$ cat src/rtl/spi_peripheral_tx.sv
// SPI mode-0 transmit-only peripheral: one-byte holding register feeding a shift
// register, 0x00 fill on underrun, and abort detection on early chip-select release.
module spi_peripheral_tx (
    input  logic       clk,
    input  logic       rst_n,
    input  logic       SCLK,
    input  logic       spi_cs_n,
    output logic       CIPO,
    output logic       cipo_oe,
    input  logic       tx_enable,
    input  logic [7:0] tx_data,
    input  logic       tx_valid,
    output logic       tx_ready,
    output logic       tx_done,
    output logic       tx_underrun,
    output logic       tx_abort
);

    localparam logic [1:0] TX_IDLE     = 2'd0;
    localparam logic [1:0] TX_SHIFT    = 2'd1;
    localparam logic [1:0] TX_BOUNDARY = 2'd2;

    logic       sclk_meta;
    logic       sclk_sync;
    logic       sclk_prev;
    logic       cs_meta;
    logic       cs_sync;
    logic       cs_prev;

    logic       sclk_rise;
    logic       sclk_fall;
    logic       cs_fall;
    logic       cs_rise;

    logic [1:0] state;
    logic [7:0] hold_reg;
    logic       hold_full;
    logic [7:0] shift_reg;
    logic [3:0] bit_cnt;

    logic       accept;
    logic       load_req;
    logic       load_take;
    logic       mid_byte;

    // Chip select idles high and SCLK idles low, so the synchronizers reset to
    // those levels and never report a spurious edge after reset release.
    always_ff @(posedge clk or negedge rst_n) begin
        if (!rst_n) begin
            sclk_meta <= 1'b0;
            sclk_sync <= 1'b0;
            sclk_prev <= 1'b0;
            cs_meta   <= 1'b1;
            cs_sync   <= 1'b1;
            cs_prev   <= 1'b1;
        end else begin
            sclk_meta <= SCLK;
            sclk_sync <= sclk_meta;
            sclk_prev <= sclk_sync;
            cs_meta   <= spi_cs_n;
            cs_sync   <= cs_meta;
            cs_prev   <= cs_sync;
        end
    end

    assign sclk_rise = sclk_sync && !sclk_prev;
    assign sclk_fall = !sclk_sync && sclk_prev;
    assign cs_fall   = !cs_sync && cs_prev;
    assign cs_rise   = cs_sync && !cs_prev;

    assign tx_ready  = !hold_full && tx_enable;
    assign accept    = tx_valid && tx_ready;
    assign load_take = tx_enable && hold_full;
    assign mid_byte  = (bit_cnt != 4'd0) && !bit_cnt[3];

    // A byte boundary is the frame start or the SCLK fall after the 8th bit;
    // a chip-select release in the same cycle wins over it.
    always_comb begin
        load_req = 1'b0;
        if (!cs_rise) begin
            case (state)
                TX_IDLE:     load_req = cs_fall;
                TX_BOUNDARY: load_req = sclk_fall;
                default:     load_req = 1'b0;
            endcase
        end
    end

    always_ff @(posedge clk or negedge rst_n) begin
        if (!rst_n) begin
            state       <= TX_IDLE;
            shift_reg   <= 8'h00;
            bit_cnt     <= 4'd0;
            tx_done     <= 1'b0;
            tx_underrun <= 1'b0;
            tx_abort    <= 1'b0;
        end else begin
            tx_done     <= 1'b0;
            tx_underrun <= 1'b0;
            tx_abort    <= 1'b0;
            if (cs_rise) begin
                state     <= TX_IDLE;
                bit_cnt   <= 4'd0;
                shift_reg <= 8'h00;
                tx_abort  <= mid_byte;
            end else if (load_req) begin
                shift_reg   <= load_take ? hold_reg : 8'h00;
                tx_underrun <= tx_enable && !hold_full;
                bit_cnt     <= 4'd0;
                state       <= TX_SHIFT;
            end else if (state == TX_SHIFT) begin
                if (sclk_rise) begin
                    bit_cnt <= bit_cnt + 4'd1;
                    if (bit_cnt == 4'd7) begin
                        tx_done <= 1'b1;
                        state   <= TX_BOUNDARY;
                    end
                end else if (sclk_fall && mid_byte) begin
                    shift_reg <= {shift_reg[6:0], 1'b0};
                end
            end else if (state != TX_BOUNDARY && state != TX_IDLE) begin
                state   <= TX_IDLE;
                bit_cnt <= 4'd0;
            end
        end
    end

    // Accept and consume are mutually exclusive because one needs the holding
    // register empty and the other needs it full, so a load in the same cycle
    // as an accept sends fill and leaves the new byte for the next boundary.
    always_ff @(posedge clk or negedge rst_n) begin
        if (!rst_n) begin
            hold_reg  <= 8'h00;
            hold_full <= 1'b0;
        end else if (load_req && load_take) begin
            hold_full <= 1'b0;
        end else if (accept) begin
            hold_reg  <= tx_data;
            hold_full <= 1'b1;
        end
    end

    assign cipo_oe = !cs_sync;
    assign CIPO    = cipo_oe && shift_reg[7];

endmodule

$ cat config.mk
export PLATFORM = sky130hd
export DESIGN_NAME = spi_peripheral_tx
export DESIGN_NICKNAME = d
export VERILOG_FILES = /design/src/rtl/spi_peripheral_tx.sv
export SDC_FILE = /design/constraint.sdc
export NUM_CORES = 1
export LEC_CHECK = 0
export ABC_AREA = 1
export CORE_MARGIN = 5
export CORE_UTILIZATION = 34
export CTS_CLUSTER_DIAMETER = 200
export DETAILED_ROUTE_END_ITERATION = 8
export HOLD_SLACK_MARGIN = 0.12
export PLACE_DENSITY = 0.58
export REMOVE_ABC_BUFFERS = 1
export SETUP_SLACK_MARGIN = 0.02
export SKIP_CTS_REPAIR_TIMING = 1
export SLEW_MARGIN = 20
export SYNTH_ARGS = -nofsm -noshare
export SYNTH_HDL_FRONTEND = slang
export SYNTH_SLANG_ARGS = --single-unit
$ cat constraint.sdc
create_clock -name clk -period 1.3 [get_ports clk]
set_clock_uncertainty 0.15 [all_clocks]
set_input_delay 0.195 -clock clk [delete_from_list [all_inputs] [get_ports clk]]
set_output_delay 0.195 -clock clk [all_outputs]
set_load 0.02 [all_outputs]
; Yosys cells after proc, flatten, opt, wreduce, memory -nomap -nowiden
; Index checks and enable logic that the tools add are counted.
[totals]
register_bits = 32
inputBits = 14
output_inout_bits = 6
elab_cells = 81
[op_classes]
addsub = 1
eq_ne = 7
mux = 29
bitwise_logic = 1
n_reduce_logical = 29
[ops]
columns = op, count
row1 = two-way mux 8 bit, 6
row2 = two-way mux 4 bit, 5
row3 = logical AND 1 bit, 12
row4 = two-way mux 2 bit, 6
row5 = two-way mux 1 bit, 11
row6 = nonzero test 4 bit, 2
row7 = logical NOT 1 bit, 6
row8 = AND reduction 3 bit, 2
row9 = nonzero test 3 bit, 2
row10 = adder 4 x 1 -> 4 bit (second input constant), 1
row11 = equality test 4 x 3 -> 1 bit (second input constant), 1
row12 = inequality test 4 x 3 -> 1 bit (second input constant), 1
row13 = inequality test 4 bit (second input constant), 1
row14 = AND reduction 2 bit, 2
row15 = nonzero test 2 bit, 2
row16 = inequality test 3 x 1 -> 1 bit (second input constant), 1
row17 = equality test 2 x 1 -> 1 bit (second input constant), 1
row18 = equality test 2 bit (second input constant), 1
row19 = logical NOT 2 bit, 1
row20 = inequality test 2 bit (second input constant), 1
row21 = case mux 1 bit (2 select lines), 1
row22 = NOT 1 bit, 1

; Longest topological paths before layout
; Gate-level depths: netlist (run 1).
[depth]
depth_word = 8
depth_mapped = 10
mapped_depth_nobuf = 10

; Worst setup path before layout (run 1)
; Ideal clock, no wire load.
[synth_timing]
path_type = reg2reg
start = register hold_full
end = register hold_reg[3]
setup_ns = 0.126
arrival_ns = 1.247
required_ns = 1.024
path_slack_ns = -0.222
stages_incl_launch_ff = 6
n_path_buf = 1
synth_period_minus_slack_ns = 1.522
cell_sequence = dfrtp_1 -> nor2_1 -> nand2_1 -> inv_1 -> buf_4 -> o21ai_0
[synth_between]
elab_chain_cells = 4
elab_cells_between_ends = 7
classes_between = bitwise: 1 / reduce/logical: 6
[synth_lines]
columns = element, line
row1 = start: declaration, 37  ; logic hold_full;
row2 = start signal: assignment, 134  ; hold_full <= 1'b0;
row3 = start signal: assignment, 136  ; hold_full <= 1'b0;
row4 = start signal: assignment, 139  ; hold_full <= 1'b1;
row5 = logical NOT 1 bit, 71  ; assign tx_ready = !hold_full && tx_enable;
row6 = logical AND 1 bit, 71
row7 = net tx_ready, 13  ; output logic tx_ready,
row8 = logical AND 1 bit, 72  ; assign accept = tx_valid && tx_ready;
row9 = AND reduction 2 bit (no source line), -
row10 = end signal: assignment, 138  ; hold_reg <= tx_data;
row11 = end: declaration, 36  ; logic [7:0] hold_reg;
; The timed path passes the listed nets, and every way through them passes these cells.
; A chain may end at the register's enable or synchronous reset.

; Worst setup path in the final report (run 1)
[layout_timing]
start = register cs_sync
end = register shift_reg[5]
[layout_between]
elab_chain_cells = 6
elab_cells_between_ends = 11
classes_between = eq/ne: 1 / mux: 4 / reduce/logical: 6
[layout_lines]
columns = element, line
row1 = start: declaration, 27  ; logic cs_sync;
row2 = start signal: assignment, 61  ; cs_sync <= cs_meta;
row3 = logical NOT 1 bit, 68  ; assign cs_fall = !cs_sync && cs_prev;
row4 = logical AND 1 bit, 68
row5 = case mux 1 bit (2 select lines), 81  ; case (state)
row6 = two-way mux 1 bit, 80  ; if (!cs_rise) begin
row7 = inequality test 3 x 1 -> 1 bit (no source line) (tied with other cells), -
row8 = AND reduction 3 bit (no source line) or two-way mux 8 bit (tied branches), -
row9 = end signal: assignment, 107  ; shift_reg <= load_take ? hold_reg : 8'h00;
row10 = end signal: assignment, 119  ; shift_reg <= {shift_reg[6:0], 1'b0};
row11 = end: declaration, 38  ; logic [7:0] shift_reg;
; Parallel ways exist; a longest one is shown, timed or not.

==> impl_metrics.json, run 1 <==
{
  "insertion_delay_ns": 0.27,
  "ys_ff_latch": 32,
  "die_h_um": 76.6,
  "first_pass_iters": 4,
  "h-tree-depth": 2,
  "rr_endpoint": "shift_reg[5]",
  "area_growth_pct": 49.0,
  "synthCells": 188,
  "port_buffers": 19,
  "slew_headroom_pct": 84.7,
  "whs_ns": 0.128,
  "clkPwrFrac_pct": 25.2,
  "fmax_ghz": 0.649,
  "hold_viol": 0,
  "yosys_warnings": 0,
  "fin_nets": 266,
  "seq_area_frac_synth_pct": 53.4,
  "p_int_uw": 1950,
  "cp_max_fo": 4,
  "route.detailed.drc": 0,
  "postRouteAntennaNets": 0,
  "clockBufferDepth": 2,
  "fin_crit_sh_pct": 118,
  "reg2regPathDepth": 7,
  "r2r-start": "cs_sync",
  "fin_setup_tns_ns": -3.82,
  "worstHoldPathType": "in -> async",
  "swShare_pct": 30.9,
  "power_density_nw_per_um2": 1260,
  "period_needed_ns": 1.54,
  "synth_common_cells": "67 x nand2_1, 29 x dfrtp_1, 23 x inv_1, 20 x nand3_1, 19 x nor2_1",
  "p_seq_share_pct": 45.4,
  "overflow": 0,
  "wl_met1_mm": 1.71,
  "rsz0062_at_grt": "true",
  "setup_ws_ns": -0.240,
  "top_layer": "met4",
  "synth_edf_count": 0,
  "start_kind": "flip-flop",
  "gp_congestion": 0.771,
  "async_flop_share_pct": 100,
  "synth.distinct_cells": 24,
  "cts_tree": "built",
  "synth_most_common_cell": "nand2_1",
  "syn-cell-area_sq_um": 1510,
  "synth_top_area_share_pct": 48.1,
  "met3_length_um": 90,
  "rows": 24,
  "vias": 1307,
  "max-cap-violations": 0,
  "slew_viol_final": 0,
  "power.switching_uw": 876,
  "cts_root_buf": "clkbuf_8",
  "path_clk_slew_ns": 0.07,
  "avgSynthCellArea_sq_um": 8.02,
  "dp_hpwl_mm": 2.30,
  "worst_slew_pin_slew_ns": 0.229,
  "worstSetupEndpoint": "shift_reg[5]",
  "io_pins": 20,
  "synth_flop_cell": "dfrtp_1",
  "wl_mm": 3.28,
  "setup_violations": 21,
  "reg2reg_slack_ns": -0.24,
  "status": "finished, violations left",
  "vdd.ir_drop.worst_uv": 838,
  "route.met2.wl_mm": 1.44,
  "violations": "negative setup slack",
  "worstSetupStartpoint": "cs_sync",
  "synth.area.top_cells": "dfrtp_1 48%, nand2_1 17%, nand3_1 6.6%",
  "diodes": 0,
  "cts_sinks": 32,
  "drive_gt1_share_pct": 31.9,
  "initialDrtViolationCount": 59,
  "grt_max_degree": 33,
  "yosysTopAreaCell": "dfrtp_1",
  "start_util_pct": 34.9,
  "p_comb_share_pct": 29.3,
  "core_sq_um": 4320,
  "wl_per_cell_um": 10.8,
  "routed_via_density": 4.31,
  "leakagePower_uw": 0.00124,
  "fill_cells": 428,
  "worstPathRequired_ns": 1.31,
  "end_kind": "flip-flop",
  "path_class": "reg -> reg",
  "finalPower_uw": 2830,
  "worst_ep_arrival_time_ns": 1.55,
  "antenna_found_initial": 0,
  "grt_usage_pct": 11.2,
  "die-area_sq_um": 5870,
  "numCtsBuffers": 5,
  "grt_pass1_wl_mm": 5.35,
  "grt_pass1_vias": 1198,
  "die_w_um": 76.6
}
cell usage in the layout, fill, tap and decap left out, types with 3 or more instances in the layout:
master / instances
dfstp_2: 3
nand4_1: 3
nor2_1: 18
buf_4: 34
clkbuf_8: 5
inv_2: 5
nand2_2: 7
nand2_1: 60
dfrtp_1: 29
nand3_1: 15
dlymetal6s2s_1: 4
inv_1: 18
clkdlybuf4s50_1: 12
buf_6: 4
nand3_2: 5
o21ai_0: 5
logic make-up (layout without fill, tap and decap cells):
group	after synthesis	after routing	synth area share, %
compound gates	10	10	3.73
fa+ha+maj	2	2	1.66
buf+inv	27	90	7.47
flops	32	32	53.4
simple gates	117	117	33.8
final cells by class:
cell class / instances / area [sq um] / area share (%)
flip-flops and latches: 32 / 805 / 35.8
multi-input cells: 129 / 676 / 30.1
repair buffers: 57 / 520 / 23.2
inverters: 25 / 98.8 / 4.40
clock buffers: 7 / 76.3 / 3.40
well taps: 52 / 65.1 / 2.90
clock inverters: 1 / 5.00 / 0.223
worst max-delay path, cell delays in order (launching register included):
cell and delay [ns]:
dfstp_2 0.57, inv_2 0.07, nor2_4 0.18, buf_4 0.14, nor2_1 0.04, buf_4 0.14
nand3_1 0.07, nand3_1 0.07
power by group through the flow:
stage                     registers [uW]  logic (uW)  clock network, uW
after CTS                           1280         750                739
after floorplan                     1280         379                  0
after global placement              1290         737                  0
final                               1290         830                715
after global routing                1310         934                776
after detailed placement            1300         744                  0
routing by layer:
metal | vias up | track usage (%)
li1 | 714 | -
met2 | 23 | 15.7
met3 | 4 | 2.25
met5 | - | 0
met4 | 0 | 5.24
met1 | 566 | 16.3
how the worst min path moves through the flow:
| stage | start | endpoint | slack [ns] | depth (start not counted) |
|---|---|---|---|---|
| 2_1_floorplan | rst_n | bit_cnt[0] | -0.25 | 0 |
| 3_3_place_gp | sclk_meta | sclk_sync | 0.18 | 0 |
| 3_5_place_dp | sclk_meta | sclk_sync | 0.19 | 0 |
| 4_1_cts | rst_n | hold_reg[7] | 0.13 | 2 |
| 5_1_grt | rst_n | bit_cnt[2] | 0.15 | 2 |
| 6_report | rst_n | hold_reg[7] | 0.13 | 2 |
stage by stage:
stage               cells  area [sq um]  setup slack (ns)  util (%)
floorplan             186          1490            -0.219         -
global route          303          2250            -0.342      51.9
CTS                   295          2080            -0.558      48.0
global placement      287          1990            -0.565      46.1
detailed placement    287          1990            -0.558      46.1
finish                303          2250            -0.240      51.9
No activity file was read; power rests on OpenSTA's default activity.
==> run 2, diff against run 1 <==
Settings changed: CTS_BUF_LIST set to sky130_fd_sc_hd__clkbuf_4.
==> run 2 against run 1 <==
Wire length decreased by 2.8%. Sequential power about the same. Worst setup slack got worse by 0.023 ns. Combinational power increased by 1%. Maximum frequency decreased by 1.4%. The run still ends with negative setup slack left. Flip-flop and latch count unchanged. Critical endpoint is now shift_reg[4]. Via count decreased by 0.46%. Highest routed layer unchanged. Largest power group unchanged. Total power decreased by 4.7%. First-iteration DRC count decreased by 34%. Cell count unchanged. Count of clock-buffer cells in the layout unchanged. Critical path depth increased by 2.
==> impl_metrics.json, run 2 (synthesized netlist as in run 1, its figures left out) <==
{
  "grt_pass1_vias": 1185,
  "cp_cell_sequence": "buf_4 > nor2_2 > nand2_2 > nand2_4 > buf_6 > nand3_1 > nand2_1 > nand2_1 > nand2_1",
  "cp_slowest_stage_delay_ns": 0.57,
  "cp_max_fo": 6,
  "place_area_sq_um": 1990,
  "end_kind": "flip-flop",
  "period_needed_ns": 1.56,
  "fin_setup_tns_ns": -3.47,
  "die_h_um": 76.6,
  "worst_hold_path.endpoint": "sclk_meta",
  "reg2reg_slack_ns": -0.26,
  "wl_per_cell_um": 10.5,
  "status": "finished, violations left",
  "routed_via_density": 4.29,
  "setup_violations": 21,
  "violations": "negative setup slack",
  "port_buffers": 19,
  "cts_sinks": 32,
  "cp_common_cell": "nand2_1",
  "slew_headroom_pct": 84.2,
  "wl_mm": 3.19,
  "grt_usage_pct": 11.2,
  "overflow": 0,
  "cpMaxStageDelayCell": "dfstp_2",
  "io_pins": 20,
  "fin_crit_sh_pct": 120,
  "max-cap-violations": 0,
  "rr_endpoint": "shift_reg[4]",
  "drive_gt1_share_pct": 33.5,
  "first_pass_iters": 4,
  "hp-start": "SCLK",
  "insertion_delay_ns": 0.32,
  "postLayoutCellArea_sq_um": 2240,
  "rows": 24,
  "fill_cells": 425,
  "power_density_nw_per_um2": 1200,
  "core_sq_um": 4320,
  "r2r-start": "cs_sync",
  "fmax_ghz": 0.640,
  "cts_tree": "built",
  "worstPathRequired_ns": 1.38,
  "antenna_found_initial": 0,
  "grt_max_degree": 33,
  "worst_slew_pin_slew_ns": 0.236,
  "final_common_cell": "nand2_1",
  "path_clk_slew_ns": 0.10,
  "vdd.ir_drop.worst_uv": 830,
  "vias": 1301,
  "grt_pass1_wl_mm": 5.31,
  "worst_ep_arrival_time_ns": 1.64,
  "reg2regPathDepth": 9,
  "clockBufferDepth": 2,
  "diodes": 0,
  "pre_cts_ws_ns": -0.558,
  "cts_root_buf": "clkbuf_4",
  "gp_congestion": 0.771,
  "initialDrtViolationCount": 39,
  "path_class": "reg -> reg",
  "fin_nets": 266,
  "h-tree-depth": 2,
  "setup_ws_ns": -0.262,
  "leakagePower_uw": 0.00122,
  "die-area_sq_um": 5870,
  "die_w_um": 76.6,
  "layout_common_cells": "59 x nand2_1, 33 x buf_4, 29 x dfrtp_1, 19 x inv_1, 17 x nand3_1",
  "start_kind": "flip-flop",
  "hold_path_depth": 1,
  "rsz0062_at_grt": "true",
  "numCtsBuffers": 5,
  "start_util_pct": 34.9,
  "area_growth_pct": 48.5,
  "postRouteAntennaNets": 0,
  "route.detailed.drc": 0,
  "slew_viol_final": 0,
  "dp_hpwl_mm": 2.30,
  "worstHoldPathType": "in -> reg",
  "hold_viol": 0
}
## run 2: report_power, final
| part | leakage, uW | switching [uW] | internal, uW |
|---|---|---|---|
| Sequential | 0.000412 | 97.0 | 1190 |
| Clock | 0.0000361 | 323 | 252 |
| Combinational | 0.000770 | 436 | 402 |
| Total | 0.00122 | 856 | 1840 |
## run 2: worst max-delay path by stage
stage               slack (ns)      endpoint       from  cells past startpoint
finish                   -0.26  shift_reg[4]    cs_sync                      9
floorplan                -0.22   hold_reg[3]  hold_full                      4
detailed placement       -0.56      tx_ready  tx_enable                      4
global route             -0.34  shift_reg[4]    cs_sync                      9
global placement         -0.57      tx_ready  tx_enable                      4
CTS                      -0.59      tx_ready  hold_full                      2
## run 2: metrics by stage
stage | utilization (%) | power [uW] | hold WS (ns) | instances
finish | 51.8 | 2700 | 0.157 | 303
detailed placement | 46.1 | 2040 | 0.186 | 287
global route | 51.8 | 2880 | 0.151 | 303
global placement | 46.1 | 2030 | 0.184 | 287
floorplan | - | 1660 | -0.251 | 186
CTS | 47.5 | 2620 | 0.0609 | 295
## run 2: area by class of cell
class | count | area, sq um | share of cell area, %
Clock buffer | 7 | 52.6 | 2.35
Clock inverter | 1 | 5.00 | 0.224
Inverter | 25 | 98.8 | 4.42
Multi-Input combinational cell | 129 | 698 | 31.2
Sequential cell | 32 | 805 | 35.9
Tap cell | 52 | 65.1 | 2.91
Timing Repair Buffer | 57 | 514 | 23.0
## run 2: critical path: cells and delay by family, from the launching register on
family / cells / cell delay (ns)
buffers and inverters: 2 / 0.27
flip-flops: 1 / 0.57
AND/OR/NAND/NOR: 7 / 0.47
## run 2: routing by layer
layer / track usage, % / wire, um
met1: 16.1 / 1620
met5: 0 / 0
met4: 5.77 / 57
met2: 15.6 / 1390
met3: 2.25 / 120
==> run 3, diff against run 2 <==
Settings changed: CTS_CLUSTER_SIZE set to 12.
==> results of run 3 <==
The final DEF is identical to that of run 2; final timing and power are the same.
